### config.mk
export PLATFORM = sky130hd
export DESIGN_NAME = stream_conv_layer
export DESIGN_NICKNAME = d
export VERILOG_FILES = /design/src/rtl/stream_conv_layer.sv
export SDC_FILE = /design/constraint.sdc
export NUM_CORES = 2
export LEC_CHECK = 0
export CORE_UTILIZATION = 30
export CTS_CLUSTER_SIZE = 10
export DETAILED_ROUTE_END_ITERATION = 6
export DONT_BUFFER_PORTS = 1
export PLACE_DENSITY_LB_ADDON = 0.2
export SYNTH_ARGS = -nofsm -noshare
export SYNTH_HDL_FRONTEND = slang
export SYNTH_SLANG_ARGS = --single-unit
### constraint.sdc
create_clock -name clk -period 17.35 [get_ports clk]
set_input_delay 3.47 -clock clk [delete_from_list [all_inputs] [get_ports clk]]
set_output_delay 3.47 -clock clk [all_outputs]
set_load 0.005 [all_outputs]
### src/rtl/stream_conv_layer.sv
// stream_conv_layer
// Streaming KxK valid convolution for one output channel. Input pixels arrive
// one per beat in raster order, with every input channel packed into a beat.
// K-1 previous rows live in column-organised line buffers. A sliding window
// holds the K-1 most recent columns, and the newest column is formed
// combinationally from the line buffers plus the incoming pixel.
// The result is requantised with an arithmetic shift, saturated, and
// optionally passed through ReLU.
// Kernel packing: weight (row r, col c, channel ch) sits at bit offset
// ((r*K + c)*C + ch)*PX_SIZE. Row 0 and col 0 are the top-left (oldest) tap.
// The whole pipeline stalls together: in_ready is low only while the output
// register is full and downstream is not taking it.

module stream_conv_layer #(
    parameter int INPUT_SIZE     = 32,
    parameter int INPUT_CHANNELS = 1,
    parameter int KERNEL_SIZE    = 3,
    parameter int PX_SIZE        = 8,
    parameter int FRAC_BITS      = 0,
    parameter int RELU_EN        = 1
) (
    input  logic                                                      clk,
    input  logic                                                      rst,
    input  logic                                                      in_valid,
    output logic                                                      in_ready,
    input  logic [INPUT_CHANNELS*PX_SIZE-1:0]                         in_px,
    input  logic [KERNEL_SIZE*KERNEL_SIZE*INPUT_CHANNELS*PX_SIZE-1:0] kernel,
    input  logic [PX_SIZE-1:0]                                        bias,
    output logic                                                      out_valid,
    input  logic                                                      out_ready,
    output logic [PX_SIZE-1:0]                                        out_px,
    output logic                                                      out_last
);

    localparam int K      = KERNEL_SIZE;
    localparam int C      = INPUT_CHANNELS;
    localparam int PX     = PX_SIZE;
    localparam int CW     = C * PX;
    localparam int PROD_W = 2 * PX;
    localparam int ACC_W  = 2 * PX + $clog2(K * K * C + 1);
    localparam int CNT_W  = (INPUT_SIZE > 1) ? $clog2(INPUT_SIZE) : 1;

    localparam logic [CNT_W-1:0]        LAST_POS  = CNT_W'(INPUT_SIZE - 1);
    localparam logic [CNT_W-1:0]        FIRST_WIN = CNT_W'(K - 1);
    localparam logic [CNT_W-1:0]        CNT_ONE   = CNT_W'(1);
    localparam logic signed [ACC_W-1:0] SAT_MAX   = ACC_W'((2 ** (PX - 1)) - 1);
    localparam logic signed [ACC_W-1:0] SAT_MIN   = ACC_W'(-(2 ** (PX - 1)));

    // Position of the next pixel to be accepted
    logic [CNT_W-1:0] row_r;
    logic [CNT_W-1:0] col_r;

    // line_buf_r[0] holds the oldest stored row, line_buf_r[K-2] the newest
    logic [CW-1:0] line_buf_r [K-1][INPUT_SIZE];

    // K-1 most recent window columns; column 0 is the oldest
    logic [CW-1:0] win_r      [K][K-1];
    // Full KxK window including the column arriving this beat
    logic [CW-1:0] win_next_s [K][K];

    logic accept_s;
    logic win_valid_s;
    logic frame_end_s;

    logic [PROD_W-1:0]       px_ext_s;
    logic [PROD_W-1:0]       wt_ext_s;
    logic [PROD_W-1:0]       prod_s;
    logic [ACC_W-1:0]        acc_s;
    logic signed [ACC_W-1:0] shifted_s;
    logic [PX-1:0]           sat_s;
    logic [PX-1:0]           result_s;

    // Handshake and position decode for the beat presented this cycle
    always_comb begin
        in_ready    = rst || !out_valid || out_ready;
        accept_s    = in_valid && in_ready && !rst;
        win_valid_s = (row_r >= FIRST_WIN) && (col_r >= FIRST_WIN);
        frame_end_s = (row_r == LAST_POS) && (col_r == LAST_POS);
    end

    // Raster position counters, advanced once per accepted beat
    always_ff @(posedge clk) begin
        if (rst) begin
            row_r <= '0;
            col_r <= '0;
        end else if (accept_s) begin
            if (col_r == LAST_POS) begin
                col_r <= '0;
                if (row_r == LAST_POS) begin
                    row_r <= '0;
                end else begin
                    row_r <= row_r + CNT_ONE;
                end
            end else begin
                col_r <= col_r + CNT_ONE;
            end
        end
    end

    // Column store: push the current column up one row and insert the new pixel at the bottom
    always_ff @(posedge clk) begin
        if (accept_s) begin
            for (int i = 0; i < K - 2; i++) begin
                line_buf_r[i][col_r] <= line_buf_r[i + 1][col_r];
            end
            line_buf_r[K - 2][col_r] <= in_px;
        end
    end

    // Assemble the full window: stored columns plus the newest column on the right
    always_comb begin
        for (int r = 0; r < K; r++) begin
            for (int j = 0; j < K - 1; j++) begin
                win_next_s[r][j] = win_r[r][j];
            end
        end
        for (int r = 0; r < K - 1; r++) begin
            win_next_s[r][K - 1] = line_buf_r[r][col_r];
        end
        win_next_s[K - 1][K - 1] = in_px;
    end

    // Slide the window left by one column on every accepted beat
    always_ff @(posedge clk) begin
        if (accept_s) begin
            for (int r = 0; r < K; r++) begin
                for (int j = 0; j < K - 1; j++) begin
                    win_r[r][j] <= win_next_s[r][j + 1];
                end
            end
        end
    end

    // Multiply-accumulate over the window, then requantise, saturate and apply ReLU
    always_comb begin
        acc_s    = {{(ACC_W - PX){bias[PX - 1]}}, bias};
        px_ext_s = '0;
        wt_ext_s = '0;
        prod_s   = '0;
        for (int r = 0; r < K; r++) begin
            for (int j = 0; j < K; j++) begin
                for (int ch = 0; ch < C; ch++) begin
                    px_ext_s = {{PX{win_next_s[r][j][ch * PX + PX - 1]}},
                                win_next_s[r][j][ch * PX +: PX]};
                    wt_ext_s = {{PX{kernel[((r * K + j) * C + ch) * PX + PX - 1]}},
                                kernel[((r * K + j) * C + ch) * PX +: PX]};
                    prod_s   = px_ext_s * wt_ext_s;
                    acc_s    = acc_s + {{(ACC_W - PROD_W){prod_s[PROD_W - 1]}}, prod_s};
                end
            end
        end
        shifted_s = $signed(acc_s) >>> FRAC_BITS;
        if (shifted_s > SAT_MAX) begin
            sat_s = SAT_MAX[PX - 1:0];
        end else if (shifted_s < SAT_MIN) begin
            sat_s = SAT_MIN[PX - 1:0];
        end else begin
            sat_s = shifted_s[PX - 1:0];
        end
        if ((RELU_EN != 0) && sat_s[PX - 1]) begin
            result_s = '0;
        end else begin
            result_s = sat_s;
        end
    end

    // Output register: load on a completed window, clear once the held beat is taken
    always_ff @(posedge clk) begin
        if (rst) begin
            out_valid <= 1'b0;
            out_px    <= '0;
            out_last  <= 1'b0;
        end else if (accept_s && win_valid_s) begin
            out_valid <= 1'b1;
            out_px    <= result_s;
            out_last  <= frame_end_s;
        end else if (out_valid && out_ready) begin
            out_valid <= 1'b0;
        end
    end

endmodule
==> out/qor.txt <==
FMAX -> 67.0 MHz
# DRC -> 0
Starting Density -> 30.4%
Die height -> 400 um
Main synth FF type -> edfxtp_1
Status -> complete, no violations
Top cells by count, synth -> 822 x inv_1, 699 x fa_1, 560 x edfxtp_1, 293 x and2_1, 283 x ha_1
Hold path start -> out_last
Layout cells sized above 1 -> 7.82%
Final WL -> 127,000 um
Clk_skew -> 0.0244 ns
Post-synthesis register bit count -> 579
Top cells by area, synth -> edfxtp_1 35%, fa_1 29%, ha_1 7.4%
Clk slew on worst S/H paths -> 0.06 ns
Core area -> 157,000 um2
Period utilisation layout -> 86.0%
Worst R2R Setup Slack -> 2.43 ns
Syn_nets -> 4,785
First-pass GRT wire length -> 194,000 um
Max H-tree Level -> 3
DRT antenna net count -> 0
RSZ-0062 raised after global routing -> no
Crit path to -> out_px[0]
Worst-skew pair later-pin latency -> 0.65 ns
Root buffer cell -> clkbuf_16
Synth async-reset ratio -> 0%
Clk sinks -> 579
Io pins -> 103
Largest net degree at the start of global routing -> 60
Initial antenna violation count -> 4
Crit-path max FO -> 27
Filler cells -> 15,631
Critical Path RT -> 17.85 ns
Reg-to-reg endpoint -> out_px[0]
Crit path DAT -> 15.42 ns
Die W -> 400 um
Worst Reg2Reg Path Length in Cells -> 44
Crit. Startpoint -> col_r[0]
Initial drt markers -> 1,593
WL/cell -> 21.7 um
Most frequent cell on the critical path -> fa_1
Area Growth Syn to Fin -> 10.4%
Count leader, synth -> inv_1
Hold Buf Count CTS -> 0
Post-DP HPWL -> 98,200 um
Setup Fix Bufs, Post-CTS -> 0
Synth unique cells -> 66
Post-synthesis cell area -> 47,600 um2
Min Clock Period, post-route -> 14.92 ns
Slew @ Worst Pin -> 1.33 ns
Max-slew violations -> 0
CTS max path bufs -> 3
Drt pass-1 iters -> 6
Total GRT Usage -> 16.4%
Post-synth EDFFs -> 560
Hold crit path type -> flip-flop to flip-flop
Die area -> 160,000 um2
# diodes -> 0
CP max stage delay -> 0.93 ns
Post-Syn Instances -> 3,711
Area after DPL -> 50,400 um2
Routed vias/inst -> 4.63
RePlAce Congestion -> 0.898
Total gr overflow -> 0
Crit Path Category -> flip-flop to flip-flop
Row cnt -> 145
TNS Setup -> 0 ns
Synth area leader -> edfxtp_1
CP max-delay cell -> nand4_1
Resized cells post-CTS -> 0
Num CTS Buffers -> 73
Routed vias -> 27,171
Top-area cell type share of the netlist area -> 35.3%
YS warnings -> 0
Final Hold Viols -> 0
Non-filler instance count after layout -> 5,871
Placed Instances -> 5,767
Origin of the critical flop-to-flop path -> col_r[0]
Crit path launch type -> flip-flop
Vias in the first global route -> 29,522
Slew headroom -> 11.2%
Final #Nets -> 4,858
Maxcap violations -> 0
Design Area, Final -> 52,600 um2
Port bufs -> 0
Final Setup Violations -> 0
Endpoint class of the critical path -> flip-flop
Register area share after synthesis -> 36.1%
Syn avg cell area -> 12.8 um2
CTS tree -> done
==> sequential cells by signal, summed over array words and instances (netlist names) <==
name,cells
win_r,48
line_buf_r,512
col_r,5
out_px,7
out_valid,1
out_last,1
row_r,5
==> through the flow <==
stage          hold slack [ns]  setup slack (ns)  util (%)
3_3_place_gp             0.457              2.38      32.2
4_1_cts                  0.472              2.35      33.5
3_5_place_dp             0.464              2.28      32.2
6_report                 0.470              2.43      33.5
2_1_floorplan            0.448              3.36         -
5_1_grt                  0.493              1.68      33.5
==> metal layers <==
metal  vias to the layer above  wire (um)  track usage, %
li1                      12174          -               -
met1                     14367      59400            23.3
met2                       501      56800            25.1
met3                       121       7940            3.72
met4                         8       2880            4.05
met5                         -         57               0
==> final cells by class <==
| cell class | count | area, um2 | area share, % |
|---|---|---|---|
| repair buffers | 61 | 483 | 0.919 |
| well taps | 2058 | 2570 | 4.90 |
| clock inverters | 20 | 278 | 0.529 |
| inverters | 823 | 3090 | 5.88 |
| clock buffers | 84 | 1870 | 3.55 |
| flip-flops and latches | 579 | 17200 | 32.7 |
| multi-input cells | 2246 | 27100 | 51.5 |
==> critical path, delay by kind of cell, from the launching register on <==
family                   cells  cell delay [ns]
AO/OA/AOI/OAI               13             2.87
flip-flops                   1             0.54
adder cells (fa/ha/maj)     14             6.71
buffers and inverters       12             1.70
AND/OR/NAND/NOR              4             2.31
multiplexers                 1             0.59
==> layout by cell type (no fill, tap or decap), drive strengths merged, types with 6 or more instances in the layout <==
cell type / Yosys / final
o21bai: 6 / 6
o211ai: 6 / 6
nand3: 13 / 13
nor3: 16 / 16
nor2b: 21 / 21
o21a: 8 / 8
mux4: 128 / 128
a31oi: 6 / 6
buf: 25 / 61
clkinv: 1 / 14
and3: 7 / 7
dfxtp: 19 / 19
a21oi: 64 / 64
and2: 293 / 293
nor2: 75 / 75
nand2: 273 / 273
nand2b: 50 / 50
ha: 283 / 283
o21ai: 29 / 29
clkbuf: 38 / 84
inv: 822 / 824
edfxtp: 560 / 560
a21o: 16 / 16
xnor2: 81 / 81
nand4: 17 / 17
fa: 699 / 699
a22oi: 72 / 72
xor2: 19 / 19
==> cells by family (layout without fill, tap and decap cells) <==
kind of cell | count (synthesis) | count (layout) | share of synthesized area, %
AO/OA/AOI/OAI | 236 | 236 | 3.31
XOR/XNOR | 100 | 100 | 1.84
adder cells (fa/ha/maj) | 982 | 982 | 36.8
buffers and inverters | 886 | 988 | 7.03
flip-flops | 579 | 579 | 36.1
multiplexers | 132 | 132 | 6.14
other | 1 | 1 | 0.00788
AND/OR/NAND/NOR | 795 | 795 | 8.68
==> worst min path at each step <==
stage | endpoint | slack [ns] | cells after the start
6_report | out_last | 0.47 | 2
5_1_grt | out_last | 0.49 | 2
4_1_cts | out_last | 0.47 | 2
3_5_place_dp | out_last | 0.46 | 2
3_3_place_gp | out_last | 0.46 | 2
2_1_floorplan | out_last | 0.45 | 2
Power is left out: the tool's default activity adds up to more than one toggle a clock period on the data nets, which glitch-free logic cannot reach.
